<file path="config.mk">
export PLATFORM = sky130hd
export DESIGN_NAME = snowv_lane_modadd_flat
export DESIGN_NICKNAME = d
export VERILOG_FILES = /design/src/rtl/snowv_lane_modadd_if.sv /design/src/rtl/snowv_lane_modadd.sv /design/src/flat_wrapper.sv
export SDC_FILE = /design/constraint.sdc
export NUM_CORES = 1
export LEC_CHECK = 0
export ABC_CLOCK_PERIOD_IN_PS = 5700
export CAP_MARGIN = 0
export CORE_MARGIN = 5
export CORE_UTILIZATION = 30
export DETAILED_ROUTE_END_ITERATION = 6
export DONT_BUFFER_PORTS = 1
export MAX_ROUTING_LAYER = met4
export PLACE_DENSITY_LB_ADDON = 0.3
export SLEW_MARGIN = 40
export SYNTH_ARGS = -nofsm -noshare
export SYNTH_HDL_FRONTEND = slang
export SYNTH_SLANG_ARGS = --single-unit
</file>
<file path="constraint.sdc">
create_clock -name clk -period 5.7 [get_ports clk]
set_input_delay 0.285 -clock clk [delete_from_list [all_inputs] [get_ports clk]]
set_output_delay 0.285 -clock clk [all_outputs]
set_load 0.01 [all_outputs]
</file>
<file path="src/rtl/snowv_lane_modadd_if.sv">
// snowv_lane_modadd_if: valid/ready operand and result bus for snowv_lane_modadd.
//   master : drives in_valid/in_a/in_b/in_sub/in_half and out_ready,
//            observes in_ready/out_valid/out_sum (and out_carry).
//   slave  : the adder side of the same signals.
// Optional feature macro: SNOWV_MODADD_CARRY_EN adds out_carry[2*LANES-1:0].
`timescale 1ns/1ps
interface snowv_lane_modadd_if #(
    parameter int LANES  = 4,
    parameter int LANE_W = 32
);
    localparam int W = LANES * LANE_W;

    logic             in_valid;
    logic             in_ready;
    logic [W-1:0]     in_a;
    logic [W-1:0]     in_b;
    logic             in_sub;
    logic             in_half;
    logic             out_valid;
    logic             out_ready;
    logic [W-1:0]     out_sum;
`ifdef SNOWV_MODADD_CARRY_EN
    logic [2*LANES-1:0] out_carry;

    modport master (output in_valid, in_a, in_b, in_sub, in_half, out_ready,
                    input  in_ready, out_valid, out_sum, out_carry);
    modport slave  (input  in_valid, in_a, in_b, in_sub, in_half, out_ready,
                    output in_ready, out_valid, out_sum, out_carry);
`else
    modport master (output in_valid, in_a, in_b, in_sub, in_half, out_ready,
                    input  in_ready, out_valid, out_sum);
    modport slave  (input  in_valid, in_a, in_b, in_sub, in_half, out_ready,
                    output in_ready, out_valid, out_sum);
`endif
endinterface

</file>
<file path="src/rtl/snowv_lane_modadd.sv">
// snowv_lane_modadd: pipelined multi-lane modular add/sub for the SNOW-V datapath.
// Each LANE_W lane computes (a +/- b) mod 2^LANE_W, or in half mode each
// LANE_W/2 sub-lane independently. PIPE_STAGES = 1 or 2 register stages.
// Ports:
//   clk  - rising-edge clock
//   rst  - synchronous active-high reset
//   bus  - snowv_lane_modadd_if.slave (in_* operand beat, out_* result beat)
// Optional feature macro: SNOWV_MODADD_CARRY_EN (per-sub-lane carry/borrow flags).
`timescale 1ns/1ps

// One LANE_W/2 slice: a + (sub ? ~b : b) + cin.
module snowv_modadd_half #(
    parameter int H = 16
) (
    input  logic [H-1:0] a,
    input  logic [H-1:0] b,
    input  logic         sub,
    input  logic         cin,
    output logic [H-1:0] s,
    output logic         cout
);
    logic [H:0] t;
    assign t = {1'b0, a} + {1'b0, b ^ {H{sub}}} + {{H{1'b0}}, cin};
    assign {cout, s} = t;
endmodule

module snowv_lane_modadd #(
    parameter int LANES       = 4,
    parameter int LANE_W      = 32,
    parameter int PIPE_STAGES = 1
) (
    input logic               clk,
    input logic               rst,
    snowv_lane_modadd_if.slave bus
);
    localparam int H = LANE_W / 2;
    localparam int W = LANES * LANE_W;

    if (PIPE_STAGES != 1 && PIPE_STAGES != 2) begin : g_bad_pipe
        $error("snowv_lane_modadd: PIPE_STAGES must be 1 or 2");
    end
    if (LANE_W < 4 || (LANE_W % 2) != 0) begin : g_bad_lane
        $error("snowv_lane_modadd: LANE_W must be even and >= 4");
    end

    // low half always comes straight from the inputs; high half from either
    // the inputs (1 stage) or the stage-1 registers (2 stages)
    logic [LANES-1:0][H-1:0] lo_s, hi_a, hi_b, hi_s, hi_lo;
    logic [LANES-1:0]        lo_c, hi_cin, hi_c, hi_clo;
    logic                    hi_sub, hi_half;
    logic [W-1:0]            res_sum;
    logic [W-1:0]            sum_q;
    logic [PIPE_STAGES:1]    vld_pipe;
`ifdef SNOWV_MODADD_CARRY_EN
    logic [2*LANES-1:0]      res_carry;
    logic [2*LANES-1:0]      carry_q;
`endif

    for (genvar i = 0; i < LANES; i++) begin : g_lane
        snowv_modadd_half #(.H(H)) u_lo (
            .a(bus.in_a[i*LANE_W +: H]), .b(bus.in_b[i*LANE_W +: H]),
            .sub(bus.in_sub), .cin(bus.in_sub), .s(lo_s[i]), .cout(lo_c[i]));
        snowv_modadd_half #(.H(H)) u_hi (
            .a(hi_a[i]), .b(hi_b[i]),
            .sub(hi_sub), .cin(hi_cin[i]), .s(hi_s[i]), .cout(hi_c[i]));
        assign res_sum[i*LANE_W +: LANE_W] = {hi_s[i], hi_lo[i]};
`ifdef SNOWV_MODADD_CARRY_EN
        // borrow = !carry-out when subtracting; low flag only meaningful in half mode
        assign res_carry[2*i+1] = hi_c[i] ^ hi_sub;
        assign res_carry[2*i]   = hi_half & (hi_clo[i] ^ hi_sub);
`endif
    end

`ifndef SNOWV_MODADD_CARRY_EN
    logic unused_flags;
    assign unused_flags = ^{hi_c, hi_clo, hi_half};
`endif

    if (PIPE_STAGES == 1) begin : g_p1
        logic adv_out;
        assign adv_out      = !vld_pipe[1] || bus.out_ready;
        assign bus.in_ready = adv_out;

        always_comb begin
            hi_a   = '0;
            hi_b   = '0;
            hi_cin = '0;
            for (int i = 0; i < LANES; i++) begin
                hi_a[i]   = bus.in_a[i*LANE_W+H +: H];
                hi_b[i]   = bus.in_b[i*LANE_W+H +: H];
                // half mode: high sub-lane starts fresh with its own carry-in
                hi_cin[i] = bus.in_half ? bus.in_sub : lo_c[i];
            end
        end
        assign hi_lo   = lo_s;
        assign hi_clo  = lo_c;
        assign hi_sub  = bus.in_sub;
        assign hi_half = bus.in_half;

        always_ff @(posedge clk) begin
            if (rst) begin
                vld_pipe <= '0;
                sum_q    <= '0;
`ifdef SNOWV_MODADD_CARRY_EN
                carry_q  <= '0;
`endif
            end else if (adv_out) begin
                vld_pipe[1] <= bus.in_valid;
                if (bus.in_valid) begin
                    sum_q   <= res_sum;
`ifdef SNOWV_MODADD_CARRY_EN
                    carry_q <= res_carry;
`endif
                end
            end
        end
    end else begin : g_p2
        logic                    s1_en, s2_en;
        logic [LANES-1:0][H-1:0] s1_lo, s1_ahi, s1_bhi;
        logic [LANES-1:0]        s1_clo, s1_cin;
        logic                    s1_sub, s1_half;

        assign s2_en        = !vld_pipe[2] || bus.out_ready;
        assign s1_en        = !vld_pipe[1] || s2_en;
        assign bus.in_ready = s1_en;

        assign hi_a    = s1_ahi;
        assign hi_b    = s1_bhi;
        assign hi_lo   = s1_lo;
        assign hi_clo  = s1_clo;
        assign hi_cin  = s1_cin;
        assign hi_sub  = s1_sub;
        assign hi_half = s1_half;

        always_ff @(posedge clk) begin
            if (rst) begin
                vld_pipe <= '0;
                sum_q    <= '0;
`ifdef SNOWV_MODADD_CARRY_EN
                carry_q  <= '0;
`endif
                s1_lo    <= '0;
                s1_ahi   <= '0;
                s1_bhi   <= '0;
                s1_clo   <= '0;
                s1_cin   <= '0;
                s1_sub   <= 1'b0;
                s1_half  <= 1'b0;
            end else begin
                if (s2_en) begin
                    vld_pipe[2] <= vld_pipe[1];
                    if (vld_pipe[1]) begin
                        sum_q   <= res_sum;
`ifdef SNOWV_MODADD_CARRY_EN
                        carry_q <= res_carry;
`endif
                    end
                end
                if (s1_en) begin
                    vld_pipe[1] <= bus.in_valid;
                    if (bus.in_valid) begin
                        s1_lo   <= lo_s;
                        s1_clo  <= lo_c;
                        s1_cin  <= bus.in_half ? {LANES{bus.in_sub}} : lo_c;
                        s1_sub  <= bus.in_sub;
                        s1_half <= bus.in_half;
                        for (int i = 0; i < LANES; i++) begin
                            s1_ahi[i] <= bus.in_a[i*LANE_W+H +: H];
                            s1_bhi[i] <= bus.in_b[i*LANE_W+H +: H];
                        end
                    end
                end
            end
        end
    end

    assign bus.out_valid = vld_pipe[PIPE_STAGES];
    assign bus.out_sum   = sum_q;
`ifdef SNOWV_MODADD_CARRY_EN
    assign bus.out_carry = carry_q;
`endif
endmodule

</file>
<file path="src/flat_wrapper.sv">
// flat-port wrapper written by rule: the top's interface ports become plain ports
module snowv_lane_modadd_flat 
#(
    parameter int LANES       = 4,
    parameter int LANE_W      = 32,
    parameter int PIPE_STAGES = 1
)
  (clk, rst, bus_in_valid, bus_in_a, bus_in_b, bus_in_sub, bus_in_half, bus_out_ready, bus_in_ready, bus_out_valid, bus_out_sum);
  snowv_lane_modadd_if #(.LANES(LANES), .LANE_W(LANE_W)) bus_i ();
  input logic clk;
  input logic rst;
  input wire logic [$bits(bus_i.in_valid)-1:0] bus_in_valid;
  input wire logic [$bits(bus_i.in_a)-1:0] bus_in_a;
  input wire logic [$bits(bus_i.in_b)-1:0] bus_in_b;
  input wire logic [$bits(bus_i.in_sub)-1:0] bus_in_sub;
  input wire logic [$bits(bus_i.in_half)-1:0] bus_in_half;
  input wire logic [$bits(bus_i.out_ready)-1:0] bus_out_ready;
  output wire logic [$bits(bus_i.in_ready)-1:0] bus_in_ready;
  output wire logic [$bits(bus_i.out_valid)-1:0] bus_out_valid;
  output wire logic [$bits(bus_i.out_sum)-1:0] bus_out_sum;
  assign bus_i.in_valid = bus_in_valid;
  assign bus_i.in_a = bus_in_a;
  assign bus_i.in_b = bus_in_b;
  assign bus_i.in_sub = bus_in_sub;
  assign bus_i.in_half = bus_in_half;
  assign bus_i.out_ready = bus_out_ready;
  assign bus_in_ready = bus_i.in_ready;
  assign bus_out_valid = bus_i.out_valid;
  assign bus_out_sum = bus_i.out_sum;
  snowv_lane_modadd #(.LANES(LANES), .LANE_W(LANE_W), .PIPE_STAGES(PIPE_STAGES)) u_core (.clk(clk), .rst(rst), .bus(bus_i));
endmodule
</file>
==> results.ini, run 1 <==
[clock_network]
cts_tree=built
clk-insertion-delay-late_ps=430
cts_resized=0
cts_buffers=17
cts.sinks=129
holdBufCountCts=3
cts_buffer_depth=2
clk_pin_slew_ps=60
cts_root_buf=clkbuf_16
htreeDepth=4
cts_setup_buffers=0

[sta]
slew_headroom_pct=54.2
period_share_pct=76.4
period_minus_slack_ps=4360
fin_skew_ps=9.09
setup_violations=0
fmax_mhz=230
tightest_slew_ps=686
hold_viol_final=0
finalSetupTns_ps=0
grt_setup_unrepaired=false
slew_viol_final=0

[cells_and_area]
instances_no_fill=1918
n_antenna_cell=0
drive_gt1_share_pct=3.77
synthToLayoutAreaGrowth_pct=10.4
nFillCells=3977
fin_nets=1787

[routing]
firstDrtPassIters=5
num_vias=10200
drtIter0Drc=494
via_per_inst=5.32
wl_met2_um=18400
route.met3.wl_um=3120
routedWlPerCell_um=20.9
drc_errors=0
met1_length_um=17400
ant_nets=0
routed_wl_um=40000
highest_layer=met4

[yosys]
synth.avg_cell_area_sq_um=7.91
synth.area.top_cells=dfxtp_1 (23%), ha_1 (13%), xor2_1 (11%)
synth_fp_nets=1817
synthArstFlopShare_pct=0
synth_seq_cells=129
syn_inst=1427
synth_cell_types=68
mappedNetlistArea_sq_um=11300
synth-seq-area-share_pct=22.9
synth-edff-count=0
synth.largest_area_cell=dfxtp_1
synth_flop_cell=dfxtp_1
synth_top_area_share_pct=22.9
yosys_warnings=0

[placed_design]
post-place-cells=1886
io_buffers=0
globalplace.congestion=0.900
hpwl_um=30400

[global_routing]
grt_pass1_vias=10200
antenna_found_initial=0
grtUsageTotal_pct=19.1
grt.overflow.total=0
grt_max_degree=131
grt_pass1_wl_um=60300

[worst_setup_path]
cp_max_fo=130
rrSetupSlack_ps=3310
critPathRequiredTime_ps=6040
arrival_ps=4700
critPathLaunchType=input pin
worstSetupEndpointType=flip-flop
path_class=input pin to flip-flop

[die]
die_area_sq_um=41600
io_pins=392
core_area_sq_um=37400
initial_core_util_pct=30.2
die_w_um=204
die_h_um=204
row_count=71

[worst_hold_path]
min_path_type=input pin to flip-flop

[power_and_ir_drop]
total_power_mw=3.62
cellPowerDensity_nw_per_um2=291
ir_drop_mv=0.198
cellLeakagePower_nw=5.21

[status]
status=finished clean

[run]
drv_cap=0

area by class of cell:
| class | instances | area [sq um] | share of cell area [%] |
|---|---|---|---|
| Timing Repair Buffer | 10 | 124 | 0.994 |
| Sequential cell | 129 | 2580 | 20.7 |
| Clock buffer | 24 | 482 | 3.87 |
| Inverter | 55 | 208 | 1.67 |
| Clock inverter | 5 | 128 | 1.02 |
| Tap cell | 511 | 639 | 5.13 |
| Multi-Input combinational cell | 1184 | 8290 | 66.6 |
power breakdown:
group,internal [mW],switching [mW],total [mW]
clock network,0.761,0.437,1.20
logic,0.531,0.704,1.23
registers,1.02,0.165,1.19
placed cells by master (no fill, tap or decap), types with 10 or more instances in the layout:
cell,n
nor2_1,83
xnor2_1,40
o21a_1,19
inv_1,54
dfxtp_1,129
nand2b_1,17
o21ai_0,68
o211ai_1,13
a31oi_1,13
nand3_1,45
o21bai_1,10
a21oi_1,130
or3_1,16
mux2i_1,10
nand2_1,155
nor3_1,38
a21o_1,36
and3_1,15
fa_1,12
nand3b_1,12
xor2_1,148
nand4_1,10
o31ai_1,15
nor2b_1,25
clkbuf_16,17
ha_1,116
a211oi_1,33
synth_stat cells, drive strengths merged, types with 3 or more instances:
cell / instances
nor2: 85
xor2: 148
a32oi: 5
nand4: 10
nand3b: 12
xnor2: 40
a211o: 6
o211ai: 14
o311ai: 4
a21o: 36
nor2b: 25
nor4: 4
and2: 7
clkbuf: 41
o31ai: 15
inv: 54
a211oi: 33
a2111o: 3
a21boi: 5
o2111ai: 4
a32o: 8
buf: 18
a21oi: 130
mux2i: 10
o21ai: 72
dfxtp: 129
o21bai: 10
a41oi: 4
and3: 15
nor3b: 7
nand2b: 17
fa: 12
ha: 116
nand3: 45
nor3: 38
a31oi: 13
nor4b: 5
or3: 16
nand2: 157
or2: 6
o21a: 19
or4: 4
through the flow:
step	setup WS, ps	util, %	hold slack (ps)	area, sq um
2_1_floorplan	931	-	414	11300
3_3_place_gp	1110	31.4	365	11800
4_1_cts	1420	33.3	26.4	12500
6_report	1340	33.3	61.8	12500
5_1_grt	1080	33.3	37.3	12500
3_5_place_dp	949	31.5	370	11800
critical path, cell delays in order:
cell	delay [ps]
mux2i_1	100
buf_4	180
fa_1	420
nand2b_1	160
a21oi_1	280
o41ai_1	140
o211ai_1	310
nand3_1	120
a21oi_1	170
o31ai_1	160
fa_1	500
fa_1	430
nor2b_1	220
o2111ai_1	160
and4b_1	260
or2_2	320
xor2_1	140
a211oi_1	220
state kept, by name, summed over array words and instances, names as in the netlist:
register              count
u_core.bus.out_sum      128
u_core.bus.out_valid      1
path summary, 6_finish.rpt:
check                              start                endpoint  depth (start not counted)
setup / recovery              bus_in_sub  u_core.bus.out_sum[24]                         18
hold / removal              bus_in_b[96]  u_core.bus.out_sum[96]                          2
setup reg to reg    u_core.bus.out_valid  u_core.bus.out_sum[76]                          5
hold reg to reg   u_core.bus.out_sum[73]  u_core.bus.out_sum[73]                          2
layer usage:
layer / GRT usage, % / up-vias
met5: - / -
met4: 5.90 / 0
met3: 6.24 / 53
met2: 30.8 / 319
met1: 22.8 / 4774
li1: - / 5049
cells by family after synthesis:
kind of cell | count (synthesis) | share of synthesized area [%]
AND/OR/NAND/NOR | 459 | 19.7
AO/OA/AOI/OAI | 399 | 23.0
multiplexers | 10 | 0.887
XOR/XNOR | 188 | 14.6
adder cells (fa/ha/maj) | 128 | 15.0
buffers and inverters | 114 | 3.89
flip-flops | 129 | 22.9
Note: power is estimated with default switching activity, not from simulation.
==> inputs of run 2 (changes only) <==
--- a/config.mk
+++ b/config.mk
@@ -5,7 +5,7 @@
 export SDC_FILE = /design/constraint.sdc
 export NUM_CORES = 1
 export LEC_CHECK = 0
-export ABC_CLOCK_PERIOD_IN_PS = 5700
+export ABC_CLOCK_PERIOD_IN_PS = 3600
 export CAP_MARGIN = 0
 export CORE_MARGIN = 5
 export CORE_UTILIZATION = 30
==> constraint.sdc (replaced) <==
create_clock -name clk -period 3.6 [get_ports clk]
set_input_delay 0.18 -clock clk [delete_from_list [all_inputs] [get_ports clk]]
set_output_delay 0.18 -clock clk [all_outputs]
set_load 0.01 [all_outputs]
==> results.ini, run 2 (same netlist as run 1, synthesis figures left out) <==
[global_routing]
grt_pass1_vias=10600  ; +4.6%
busiest_layer=met2
antenna_found_initial=1  ; +1
grt.overflow.total=0  ; unchanged
grtUsageMet3_pct=6.28  ; +0.048 points
grt_max_degree=131  ; unchanged
met1_usage_pct=23.0  ; +0.25 points
grt_pass1_wl_um=61700  ; +2.3%
grtUsageMet2_pct=32.8  ; +2.0 points
grtUsageTotal_pct=19.7  ; +0.58 points

[worst_hold_path]
min_delay_path_depth=3  ; +1
min_to=u_core.bus.out_sum[95]
holdCritStartpoint=rst
min_path_type=input pin to flip-flop

[sta]
slew_headroom_pct=56.0  ; +1.9 points
fin_skew_ps=9.18  ; +0.0916 ps
setup_ws_ps=-27.3  ; -1370 ps
fmax_mhz=276
slew_viol_final=0  ; unchanged
period_share_pct=101
grt_setup_unrepaired=true
finalSetupTns_ps=-33.5  ; -33.5 ps
setup_violations=2  ; +2
period_minus_slack_ps=3630
tightest_slew_ps=659  ; -26.6 ps
hold_viol_final=0  ; unchanged

[status]
status=finished with violations
failed_checks=setup timing

[cells_and_area]
final_core_util_pct=37.6  ; +4.3 points
layout_commonest_cell=nand2_1
mostFrequentLayoutCells=nand2_1 (155), xor2_1 (145), dfxtp_1 (129)
n_antenna_cell=0  ; unchanged
largest_reg_flops=128  ; unchanged
fin_nets=1936  ; +8.3%
synthToLayoutAreaGrowth_pct=24.5
nFillCells=3886  ; -2.3%
drive_gt1_share_pct=15.0  ; +11 points
instances_no_fill=2068  ; +7.8%

[placed_design]
io_buffers=0  ; unchanged
hpwl_um=31200  ; +2.8%
dpl_worst_slack_ps=-584  ; -1530 ps
globalplace.congestion=0.917  ; +1.8%
post-place-cells=1990  ; +5.5%

[clock_network]
cts.sinks=129  ; unchanged
cts_root_buf=clkbuf_16
clk_pin_slew_ps=60  ; about the same
cts_tree=built
htreeDepth=4  ; unchanged
cts_buffer_depth=2  ; unchanged
clk-insertion-delay-late_ps=450  ; +20 ps
cts_buffers=17  ; unchanged

[worst_setup_path]
critPathRequiredTime_ps=3920  ; -2120 ps
cp_slowest_stage_delay_ps=450  ; -50 ps
worstSetupEndpointType=flip-flop
crit_top_cell=fa_2
path_class=input pin to flip-flop
slowest_stage=fa_2
r2r_cells=6  ; +1
arrival_ps=3950  ; -750 ps
critical_path.cell_chain=xor2_4 > inv_2 > fa_2 > nor2b_4 > o21a_1 > o21ai_4 > a31oi_4 > nor4_4 > o31ai_2 > a41oi_2 > fa_2 > fa_2 > nor2b_2 > o31a_1 > o211ai_1 > a21oi_2 > nor4_4 > o311ai_1 > nand3_1
cp_max_fo=130  ; unchanged
rrSetupSlack_ps=880  ; -2430 ps
r2r_start=u_core.bus.out_valid
r2r-end=u_core.bus.out_sum[105]
critPathLaunchType=input pin

[die]
io_pins=392  ; unchanged
initial_core_util_pct=30.2  ; unchanged
core_area_sq_um=37400  ; unchanged
row_count=71  ; unchanged
die_w_um=204  ; unchanged
die_area_sq_um=41600  ; unchanged
die_h_um=204  ; unchanged

[routing]
firstDrtPassIters=7  ; +2
via_per_inst=5.19  ; -2.3%
drtIter0Drc=476  ; -3.6%
drc_errors=0  ; unchanged
ant_nets=0  ; unchanged
routedWlPerCell_um=20.3  ; -2.6%
num_vias=10700  ; +5.3%
routed_wl_um=42000  ; +5.0%

[power_and_ir_drop]
ir_drop_mv=0.326  ; +65%
total_power_mw=6.10  ; +68%
cellLeakagePower_nw=6.03  ; +16%
cellPowerDensity_nw_per_um2=434  ; +49%

[run]
drv_cap=0  ; unchanged

==> run 2: cell types whose count changed in the layout (fill, tap and decap cells not counted), sizes merged <==
cell | previous run | this run
buf | 8 | 121
clkbuf | 24 | 26
bufinv | 4 | 2
dlygate4sd3 | 2 | 38
clkinv | 1 | 2
==> run 2: stage by stage <==
step | hold WS, ps | area [sq um]
6_report | 24.3 | 14000
5_1_grt | 10.6 | 14000
3_5_place_dp | 264 | 12700
3_3_place_gp | 262 | 12700
2_1_floorplan | 309 | 11500
4_1_cts | 30.7 | 13800
==> run 2: power by group <==
part	leakage (nW)	switching, mW	internal (mW)
Combinational	4.68	1.23	1.14
Clock	0.288	0.716	1.12
Sequential	1.07	0.270	1.62
Total	6.03	2.22	3.88
==> run 2: layout make-up <==
class                           instances  area (sq um)  area share [%]
Multi-Input combinational cell       1184          8670            61.7
Sequential cell                       129          2580            18.4
Timing Repair Buffer                  159          1360            9.68
Tap cell                              511           639            4.55
Clock buffer                           26           519            3.70
Inverter                               55           206            1.47
Clock inverter                          4          72.6           0.517
==> run 2: critical path, delay by kind of cell <==
kind	cells	cell delay, ps
buf+inv	1	60
xor+xnor	1	200
compound gates	9	1750
fa+ha+maj	3	1170
simple gates	5	490
==> run 2: layer usage <==
layer  routed length [um]  share of wire (%)  vias to the layer above
li1                     -                  -                     5338
met1                17700                 42                     5063
met2                20300                 48                      289
met3                 3020                7.2                       48
met4                  956                2.3                        0
met5                    0                  0                        -
==> run 2: how the worst max path moves through the flow <==
stage,start,to,cells past startpoint
after global placement,bus_in_sub,u_core.bus.out_sum[120],17
final,bus_in_sub,u_core.bus.out_sum[94],19
after global routing,bus_in_sub,u_core.bus.out_sum[94],19
after floorplan,bus_in_sub,u_core.bus.out_sum[120],20
after detailed placement,bus_in_sub,u_core.bus.out_sum[120],17
after CTS,bus_in_sub,u_core.bus.out_sum[24],18
==> run 2: repair_timing <==
| item | 4_1_cts | 5_1_grt |
|---|---|---|
| setup endpoints to repair | 10 | 33 |
| resized for setup | 6 | 47 |
| buffers inserted | 2 | 6 |
| pin swaps | 5 | 39 |
| hold buffers | 40 | 1 |
| endpoints found under the hold margin | 85 | 2 |
